`src/rtl/dsp_mac_pkg.sv`:
```
// rtl/dsp_mac_pkg.sv - shared limits, stage payload type and product extension for dsp_mac_pipe
// Contents:
//   MAX_OPERAND_WIDTH, MAX_STAGES   legal ranges of the operand width and pipeline depth
//   MAX_P_WIDTH, MAX_OUT_WIDTH      widest raw product carried in a stage / widest supported dout
//   stage_t                         {valid, acc_clear, data} payload of one pipeline stage
//   ext_product()                   sign- or zero-extends a raw product to the output width
package dsp_mac_pkg;

    localparam int MAX_OPERAND_WIDTH = 18;
    localparam int MAX_STAGES        = 4;
    localparam int MAX_P_WIDTH       = 2 * MAX_OPERAND_WIDTH;
    localparam int MAX_OUT_WIDTH     = 64;

    // Stages carry the raw product; extension to dout width happens at the output stage.
    typedef struct packed {
        logic                   valid;
        logic                   acc_clear;
        logic [MAX_P_WIDTH-1:0] data;
    } stage_t;

    // Only the low p_width bits of product are meaningful; bits at or above out_width are zeroed
    // so the caller can size-cast the result without losing information.
    function automatic logic [MAX_OUT_WIDTH-1:0] ext_product(
        input logic [MAX_P_WIDTH-1:0] product,
        input int                     p_width,
        input bit                     is_signed,
        input int                     out_width
    );
        logic [MAX_OUT_WIDTH-1:0] wide;
        logic [MAX_OUT_WIDTH-1:0] p_mask;
        logic [MAX_OUT_WIDTH-1:0] o_mask;
        logic                     sign;
        wide   = MAX_OUT_WIDTH'(product);
        p_mask = (MAX_OUT_WIDTH'(1) << p_width) - MAX_OUT_WIDTH'(1);
        o_mask = (out_width >= MAX_OUT_WIDTH) ? '1
                                              : ((MAX_OUT_WIDTH'(1) << out_width) - MAX_OUT_WIDTH'(1));
        sign   = is_signed && (((product >> (p_width - 1)) & MAX_P_WIDTH'(1)) != '0);
        return (sign ? (wide | ~p_mask) : (wide & p_mask)) & o_mask;
    endfunction

endpackage

```
`src/rtl/dsp_mac_pipe_if.sv`:
```
// rtl/dsp_mac_pipe_if.sv - operand/result stream bundle for dsp_mac_pipe
// Signals:
//   din_valid, din_ready, din {B,A}, acc_clear   operand stream (acc_clear qualified by din_valid)
//   dout_valid, dout_ready, dout                 result stream
// Modports: master = producer/consumer around the block, slave = the block itself.
interface dsp_mac_pipe_if #(
    parameter int A_WIDTH   = 16,
    parameter int B_WIDTH   = 16,
    parameter int OUT_WIDTH = 40
);

    logic                         din_valid;
    logic                         din_ready;
    logic [A_WIDTH+B_WIDTH-1:0]   din;
    logic                         acc_clear;
    logic                         dout_valid;
    logic                         dout_ready;
    logic [OUT_WIDTH-1:0]         dout;

    modport master (
        output din_valid, din, acc_clear, dout_ready,
        input  din_ready, dout_valid, dout
    );

    modport slave (
        input  din_valid, din, acc_clear, dout_ready,
        output din_ready, dout_valid, dout
    );

endinterface

```
`src/rtl/dsp_pipe_stage.sv`:
```
// rtl/dsp_pipe_stage.sv - one enable-gated pipeline register with valid bit
// Ports:
//   clock  rising-edge clock
//   reset  asynchronous active-low reset (clears valid only)
//   en     global advance; stage loads d when high, holds when low
//   d      incoming stage payload
//   q      registered stage payload
module dsp_pipe_stage
    import dsp_mac_pkg::*;
(
    input  logic   clock,
    input  logic   reset,
    input  logic   en,
    input  stage_t d,
    output stage_t q
);

    logic                   valid_q;
    logic                   clear_q;
    logic [MAX_P_WIDTH-1:0] data_q;

    always_ff @(posedge clock or negedge reset) begin
        if (!reset) begin
            valid_q <= 1'b0;
        end else if (en) begin
            valid_q <= d.valid;
        end
    end

    // Payload is meaningless without valid, so it is neither reset nor loaded on bubbles.
    always_ff @(posedge clock) begin
        if (en && d.valid) begin
            clear_q <= d.acc_clear;
            data_q  <= d.data;
        end
    end

    assign q = '{valid: valid_q, acc_clear: clear_q, data: data_q};

endmodule

```
`src/rtl/dsp_mac_pipe.sv`:
```
// rtl/dsp_mac_pipe.sv - pipelined multiply(-accumulate) with valid/ready streams
// Parameters: A_WIDTH, B_WIDTH (1..18), SIGNED (0/1), STAGES (1..4), OUT_WIDTH (>= A_WIDTH+B_WIDTH, <= 64)
// Ports:
//   clock  rising-edge clock
//   reset  asynchronous active-low reset
//   bus    dsp_mac_pipe_if.slave: din_valid/din_ready/din/acc_clear in, dout_valid/dout_ready/dout out
// Optional macro DSP_MAC_ACC_EN: dout becomes a running accumulator of products, restarted by acc_clear.
module dsp_mac_pipe
    import dsp_mac_pkg::*;
#(
    parameter int A_WIDTH   = 16,
    parameter int B_WIDTH   = 16,
    parameter int SIGNED    = 0,
    parameter int STAGES    = 3,
    parameter int OUT_WIDTH = 40
) (
    input  logic           clock,
    input  logic           reset,
    dsp_mac_pipe_if.slave  bus
);

    localparam int P_WIDTH = A_WIDTH + B_WIDTH;

    logic [A_WIDTH-1:0]   op_a;
    logic [B_WIDTH-1:0]   op_b;
    logic [P_WIDTH-1:0]   a_ext;
    logic [P_WIDTH-1:0]   b_ext;
    logic [P_WIDTH-1:0]   product;
    logic                 adv;
    logic                 out_valid_q;
    logic [OUT_WIDTH-1:0] dout_q;
    logic [OUT_WIDTH-1:0] ext_val;
    logic [OUT_WIDTH-1:0] next_dout;

    // chain[0] is the beat entering stage 1; chain[i] is the output of stage i.
    stage_t chain [0:STAGES-1];

    assign op_a = bus.din[A_WIDTH-1:0];
    assign op_b = bus.din[P_WIDTH-1:A_WIDTH];

    // Extending both operands to P_WIDTH first makes one unsigned multiplier serve both modes:
    // the low P_WIDTH bits of a two's-complement product are the exact signed result.
    assign a_ext   = {{B_WIDTH{(SIGNED != 0) && op_a[A_WIDTH-1]}}, op_a};
    assign b_ext   = {{A_WIDTH{(SIGNED != 0) && op_b[B_WIDTH-1]}}, op_b};
    assign product = a_ext * b_ext;

    // Whole pipe moves together; a held output freezes every stage behind it.
    assign adv = !out_valid_q || bus.dout_ready;

    assign chain[0] = '{valid: bus.din_valid, acc_clear: bus.acc_clear, data: MAX_P_WIDTH'(product)};

    for (genvar i = 0; i < STAGES - 1; i++) begin : g_stage
        dsp_pipe_stage u_stage (
            .clock (clock),
            .reset (reset),
            .en    (adv),
            .d     (chain[i]),
            .q     (chain[i+1])
        );
    end

    assign ext_val = OUT_WIDTH'(ext_product(chain[STAGES-1].data, P_WIDTH, SIGNED != 0, OUT_WIDTH));

`ifdef DSP_MAC_ACC_EN
    // dout_q only changes on valid beats, so it doubles as the accumulator register.
    assign next_dout = chain[STAGES-1].acc_clear ? ext_val : dout_q + ext_val;
`else
    logic acc_clear_unused;
    assign acc_clear_unused = chain[STAGES-1].acc_clear;
    assign next_dout        = ext_val;
`endif

    // Output stage: the last register of the pipe, reset to zero so dout is clean after reset.
    always_ff @(posedge clock or negedge reset) begin
        if (!reset) begin
            out_valid_q <= 1'b0;
            dout_q      <= '0;
        end else if (adv) begin
            out_valid_q <= chain[STAGES-1].valid;
            if (chain[STAGES-1].valid) begin
                dout_q <= next_dout;
            end
        end
    end

    assign bus.din_ready  = adv;
    assign bus.dout_valid = out_valid_q;
    assign bus.dout       = dout_q;

endmodule
```
`src/flat_wrapper.sv`:
```
// flat-port wrapper written by rule: the top's interface ports become plain ports
module dsp_mac_pipe_flat import dsp_mac_pkg::*;
#(
    parameter int A_WIDTH   = 16,
    parameter int B_WIDTH   = 16,
    parameter int SIGNED    = 0,
    parameter int STAGES    = 3,
    parameter int OUT_WIDTH = 40
)
  (clock, reset, bus_din_valid, bus_din, bus_acc_clear, bus_dout_ready, bus_din_ready, bus_dout_valid, bus_dout);
  dsp_mac_pipe_if #(.A_WIDTH(A_WIDTH), .B_WIDTH(B_WIDTH), .OUT_WIDTH(OUT_WIDTH)) bus_i ();
  input  logic clock;
  input  logic reset;
  input wire logic [$bits(bus_i.din_valid)-1:0] bus_din_valid;
  input wire logic [$bits(bus_i.din)-1:0] bus_din;
  input wire logic [$bits(bus_i.acc_clear)-1:0] bus_acc_clear;
  input wire logic [$bits(bus_i.dout_ready)-1:0] bus_dout_ready;
  output wire logic [$bits(bus_i.din_ready)-1:0] bus_din_ready;
  output wire logic [$bits(bus_i.dout_valid)-1:0] bus_dout_valid;
  output wire logic [$bits(bus_i.dout)-1:0] bus_dout;
  assign bus_i.din_valid = bus_din_valid;
  assign bus_i.din = bus_din;
  assign bus_i.acc_clear = bus_acc_clear;
  assign bus_i.dout_ready = bus_dout_ready;
  assign bus_din_ready = bus_i.din_ready;
  assign bus_dout_valid = bus_i.dout_valid;
  assign bus_dout = bus_i.dout;
  dsp_mac_pipe #(.A_WIDTH(A_WIDTH), .B_WIDTH(B_WIDTH), .SIGNED(SIGNED), .STAGES(STAGES), .OUT_WIDTH(OUT_WIDTH)) u_core (.clock(clock), .reset(reset), .bus(bus_i));
endmodule
```
`config.mk`:
```
export PLATFORM = sky130hd
export DESIGN_NAME = dsp_mac_pipe_flat
export DESIGN_NICKNAME = d
export VERILOG_FILES = /design/src/rtl/dsp_mac_pkg.sv /design/src/rtl/dsp_mac_pipe_if.sv /design/src/rtl/dsp_pipe_stage.sv /design/src/rtl/dsp_mac_pipe.sv /design/src/flat_wrapper.sv
export SDC_FILE = /design/constraint.sdc
export NUM_CORES = 1
export LEC_CHECK = 0
export CAP_MARGIN = 20
export CORE_MARGIN = 2
export CORE_UTILIZATION = 62
export CTS_BUF_LIST = sky130_fd_sc_hd__clkbuf_8 sky130_fd_sc_hd__clkbuf_16
export CTS_CLUSTER_SIZE = 40
export DETAILED_ROUTE_END_ITERATION = 6
export PLACE_DENSITY = 0.83
export SLEW_MARGIN = 30
export SYNTH_ARGS = -nofsm -noshare
export SYNTH_HDL_FRONTEND = slang
export SYNTH_SLANG_ARGS = --single-unit
```
`constraint.sdc`:
```
create_clock -name clock -period 3.2 [get_ports clock]
set_input_delay 0.8 -clock clock [delete_from_list [all_inputs] [get_ports clock]]
set_output_delay 0.8 -clock clock [all_outputs]
set_load 0.005 [all_outputs]
```
* Yosys cells after proc, flatten, opt, wreduce, memory -nomap -nowiden
Index checks and enable logic that the tools add are counted.
** Storage, ports and cells
- Register bits :: 99
- Bits of input ports :: 37
- Word-level logic and storage cells :: 12
** Operators by class
- $mul :: 1
- Reduce and logical (&&, ||, !) cells :: 5
** Operator list (number)
- multiplier 16 x 16 -> 32 bit :: 1
- logical AND 1 bit :: 2
- AND reduction 2 bit :: 1
- logical NOT 1 bit :: 1
- logical OR 1 bit :: 1

* Logic depth before layout (Yosys ltp)
- Depth after elaboration :: 3
- Depth in mapped cells :: 22
- Mapped depth without buffers :: 20

* Hierarchy
Synthesis repeated with hierarchy kept, for this count alone.
** Second synthesis, totals
- Cell total of the unflattened synthesis :: 1160
- Area total of the unflattened synthesis :: 12228.0 um^2
** By module, submodules not included
- dsp_mac_pipe :: instances 1, cells an instance 1076, area each 9880.7 um^2, sequential area each 825.8 um^2
- dsp_pipe_stage :: instances 2, cells an instance 42, area each 1173.6 um^2, sequential area each 1136.1 um^2

* Least setup slack after synthesis
No wires, ideal clock.
- Kind :: input-to-reg
- Start :: input bus_din[7]
- End :: register u_core.g_stage[0].u_stage.data_q[24] (data pin)
- Library setup time :: 262 ps
- Data arrival time :: 5953 ps
- Data required time :: 2938 ps
- Path slack :: -3014 ps
- Stages :: 22
- Buffers on the path :: 2
- Cell sequence :: clkbuf_1 > nand2_1 > fa_1 > inv_1 > fa_1 > inv_1 > fa_1 > inv_1 > fa_1 > fa_1 > inv_1 > fa_1 > inv_1 > ha_1 > buf_2 > a21o_1 > nor3_2 > a2bb2oi_1 > o41ai_2 > a221oi_2 > o21ai_1 > xor2_1
** RTL lines
- start, declared :: line flat_wrapper.sv:15 : input wire logic [$bits(bus_i.din)-1:0] bus_din;
- end signal, assigned :: line dsp_pipe_stage.sv:34 : data_q <= d.data;
- end, declared :: line dsp_pipe_stage.sv:20 : logic [MAX_P_WIDTH-1:0] data_q;

==> impl_metrics.py <==
metrics = {
    "yosys": {
        "synth_edf_count": 64,
        "synthFlopType": "edfxtp_1",
        "yosys_warnings": 0,
        "yosysSeqAreaShare": 0.235,
        "ys_async_sr_fraction": 0.354,
        "syn_avg_cell_area_um2": 10.4,
        "yosysUniqueCellTypes": 55,
        "synth_cells": 1143,
        "ys_ff_latch": 99,
        "synth_area_um2": 11900,
    },
    "finish": {
        "stdcell_count": 1646,
        "drive_gt1_frac": 0.379,
        "synthToLayoutAreaGrowth_pct": 34.2,
        "design_area_um2": 15900,
        "nFillCells": 812,
        "n_antenna_cell": 0,
        "layout.nets": 1742,
    },
    "setup_path": {
        "start_kind": "input pin",
        "startpoint": "bus_din[4]",
        "end_kind": "flip-flop",
        "crit_type": "input pin to flip-flop",
        "critical_path_arrival_ns": 6.29,
        "critPathMaxFanout": 6,
        "rr_startpoint": "u_core.bus.dout_valid$_DFFE_PN0N_",
        "required_ns": 3.35,
    },
    "global_routing": {
        "grt_max_degree": 36,
        "grt_pass1_vias": 10286,
        "grt_pass1_wl_um": 51400,
        "overflow": 0,
        "grtUsageTotal": 0.330,
        "antenna_found_initial": 0,
    },
    "clocking": {
        "cts_max_level": 3,
        "cts_root_buf": "clkbuf_16",
        "clk_latency_ns": 0.34,
        "clkTransAtPathRegs_ns": 0.06,
        "tritoncts": "built",
        "cts_made_buffers": 9,
        "clock-sinks": 99,
        "clockBufferDepth": 2,
    },
    "floorplanning": {
        "num_io_pins": 79,
        "row_count": 50,
        "die_h_um": 142,
        "core-area_um2": 18800,
        "die_w_um": 142,
        "dieArea_um2": 20300,
        "floorplan.initialDensity": 0.633,
    },
    "placed_design": {
        "hpwl_um": 21800,
        "io_buffers": 69,
        "gp_congestion": 0.928,
        "dp.cells": 1563,
        "placed_area_um2": 14100,
    },
    "timing": {
        "rsz0062_at_grt": "true",
        "finalSetupViolations": 28,
        "maxSlewHeadroom": 0.591,
        "fmax_mhz": 163,
        "finalClockSkew_ns": 0.00730,
        "finalCritPeriodShare": 1.92,
        "worstMarginPinSlew_ns": 0.608,
        "slew_violations": 0,
        "period_needed_ns": 6.15,
        "fin_ws_ns": -2.95,
        "hold_viol": 0,
    },
    "run_status": {
        "status": "finished with violations",
        "violations": "DRC, setup timing",
    },
    "flow_run": {
        "maxCapViolations": 0,
    },
    "routing": {
        "drc": 4,
        "vias_per_cell": 6.21,
        "drtIter0Drc": 1092,
        "postRouteAntennaNets": 0,
        "via_count": 10214,
        "drt-pass1-iter-count": 7,
        "routedWlPerCell_um": 24.0,
        "wl_um": 39600,
    },
    "min_path": {
        "hold_class": "flip-flop to flip-flop",
        "worstHoldStart": "u_core.g_stage[0].u_stage.data_q[27]$_DFFE_PP_",
    },
}
what timing repair did:
action                                  CTS  global route
hold endpoints to repair                  0             0
setup buffers                            42            24
cloned                                    3             0
hold buffers                              0             0
endpoints found under the setup margin   28            28
resized for setup                       290           150
pin swaps                               106           100
worst paths after layout:
kind / slack [ns] / cells past startpoint / to
hold reg to reg: 0.42 / 0 / u_core.g_stage[1].u_stage.data_q[27]$_DFFE_PP_
max in group asynchronous: 2.02 / 2 / u_core.bus.dout[2]$_DFFE_PN0P_
min in group asynchronous: 0.87 / 2 / u_core.bus.dout[28]$_DFFE_PN0P_
setup / recovery: -2.95 / 22 / u_core.g_stage[0].u_stage.data_q[26]$_DFFE_PP_
setup reg to reg: 1.64 / 3 / u_core.g_stage[1].u_stage.data_q[4]$_DFFE_PP_
hold / removal: 0.42 / 0 / u_core.g_stage[1].u_stage.data_q[27]$_DFFE_PP_
routing by layer:
metal / track usage / wire length, um / up-vias
met3: 0.0468 / 3390 / 364
li1: - / - / 4035
met5: 0 / 0 / -
met1: 0.384 / 13000 / 4990
met4: 0.176 / 3780 / 0
met2: 0.592 / 19500 / 825
flip-flops by register name, summed over array words and instances, names as in the netlist:
register / flops
u_core.g_stage.u_stage.data_q: 64
u_core.bus.dout: 32
u_core.g_stage.u_stage.valid_q: 2
u_core.bus.dout_valid: 1
cells in the final DEF (no fill, tap or decap), drive strengths merged, types with 2 or more instances in the layout:
master           n
nor2b            3
nor3             5
o21a             3
edfxtp          64
inv            228
o211ai           2
clkdlybuf4s50   38
fa             194
nand2b           2
ha             104
dfrtp           35
o41ai            2
a221oi           2
a41oi            3
a21oi           24
conb             8
and2           125
o21bai           5
mux2            34
clkinv           2
o31ai            4
a211oi           4
xnor2           17
buf            252
xor2            11
and3             2
clkdlybuf4s15    2
nand3            6
o21ai           16
a21o            10
o211a            2
nand4            3
clkbuf          16
nand2          153
nor2            22
cells in the mapped netlist (all sizes together), types with 2 or more instances:
| library cell | count | area, um^2 |
|---|---|---|
| xnor2 | 17 | 149 |
| o211a | 2 | 20.0 |
| o21bai | 5 | 37.5 |
| nand4 | 3 | 18.8 |
| nand2b | 2 | 12.5 |
| and3 | 2 | 12.5 |
| a41oi | 3 | 26.3 |
| inv | 225 | 845 |
| edfxtp | 64 | 1920 |
| nor3 | 5 | 30.0 |
| nor2 | 22 | 82.6 |
| ha | 104 | 1300 |
| xor2 | 11 | 96.3 |
| o211ai | 2 | 15.0 |
| o21ai | 16 | 87.6 |
| nor2b | 3 | 18.8 |
| o31ai | 4 | 35.0 |
| buf | 13 | 87.6 |
| fa | 194 | 3880 |
| a21oi | 24 | 131 |
| a211oi | 4 | 47.5 |
| mux2 | 34 | 383 |
| clkbuf | 38 | 144 |
| nand2 | 153 | 577 |
| dfrtp | 35 | 876 |
| a21o | 10 | 75.1 |
| nand3 | 6 | 30.0 |
| o21a | 3 | 22.5 |
| and2 | 125 | 782 |
| o41ai | 2 | 25.0 |
| a221oi | 2 | 23.8 |
per-stage QoR:
| stage | hold slack [ns] | setup WS, ns | TNS (ns) | util |
|---|---|---|---|---|
| floorplan | 0.400 | -2.80 | -58.36 | - |
| global placement | 0.401 | -3.42 | -80.22 | 0.749 |
| detailed placement | 0.405 | -3.53 | -82.89 | 0.749 |
| CTS | 0.414 | -2.68 | -58.20 | 0.819 |
| global route | 0.417 | -3.04 | -66.69 | 0.850 |
| finish | 0.416 | -2.95 | -64.92 | 0.850 |
critical path: stages:
cell	delay, ns
buf_4	0.15
buf_12	0.14
and2_1	0.17
fa_1	0.52
inv_1	0.08
fa_1	0.54
inv_1	0.06
fa_1	0.50
fa_1	0.44
fa_1	0.54
inv_1	0.08
fa_1	0.54
inv_2	0.06
ha_4	0.29
a21oi_2	0.07
o21bai_4	0.20
buf_6	0.13
a211oi_2	0.06
o31ai_2	0.33
o21ai_4	0.16
buf_4	0.17
a311oi_2	0.26
area by class of cell:
cell class	count	area, um^2	area share
clock buffer	11	264	0.0166
clock inverter	5	21.3	0.00133
inverter	225	845	0.0530
multi-input combinational	774	9060	0.568
sequential	99	2800	0.175
tap	234	293	0.0184
timing repair buffer	298	2670	0.167
logic make-up (layout without fill, tap and decap cells):
| group | count (synthesis) | after routing | share of synthesized area |
|---|---|---|---|
| AOI/OAI and AO/OA | 83 | 83 | 0.0504 |
| xor gates and xnor gates | 28 | 28 | 0.0206 |
| adders and majority gates | 298 | 298 | 0.436 |
| buffers and inverters | 277 | 539 | 0.0915 |
| DFF | 99 | 99 | 0.235 |
| muxes | 34 | 34 | 0.0322 |
| other | 1 | 8 | 0.000316 |
| and+or+nand+nor | 323 | 323 | 0.133 |
Power is not shown: default switching activity piles up to over one toggle a cycle in this logic, so the estimate is an artifact.
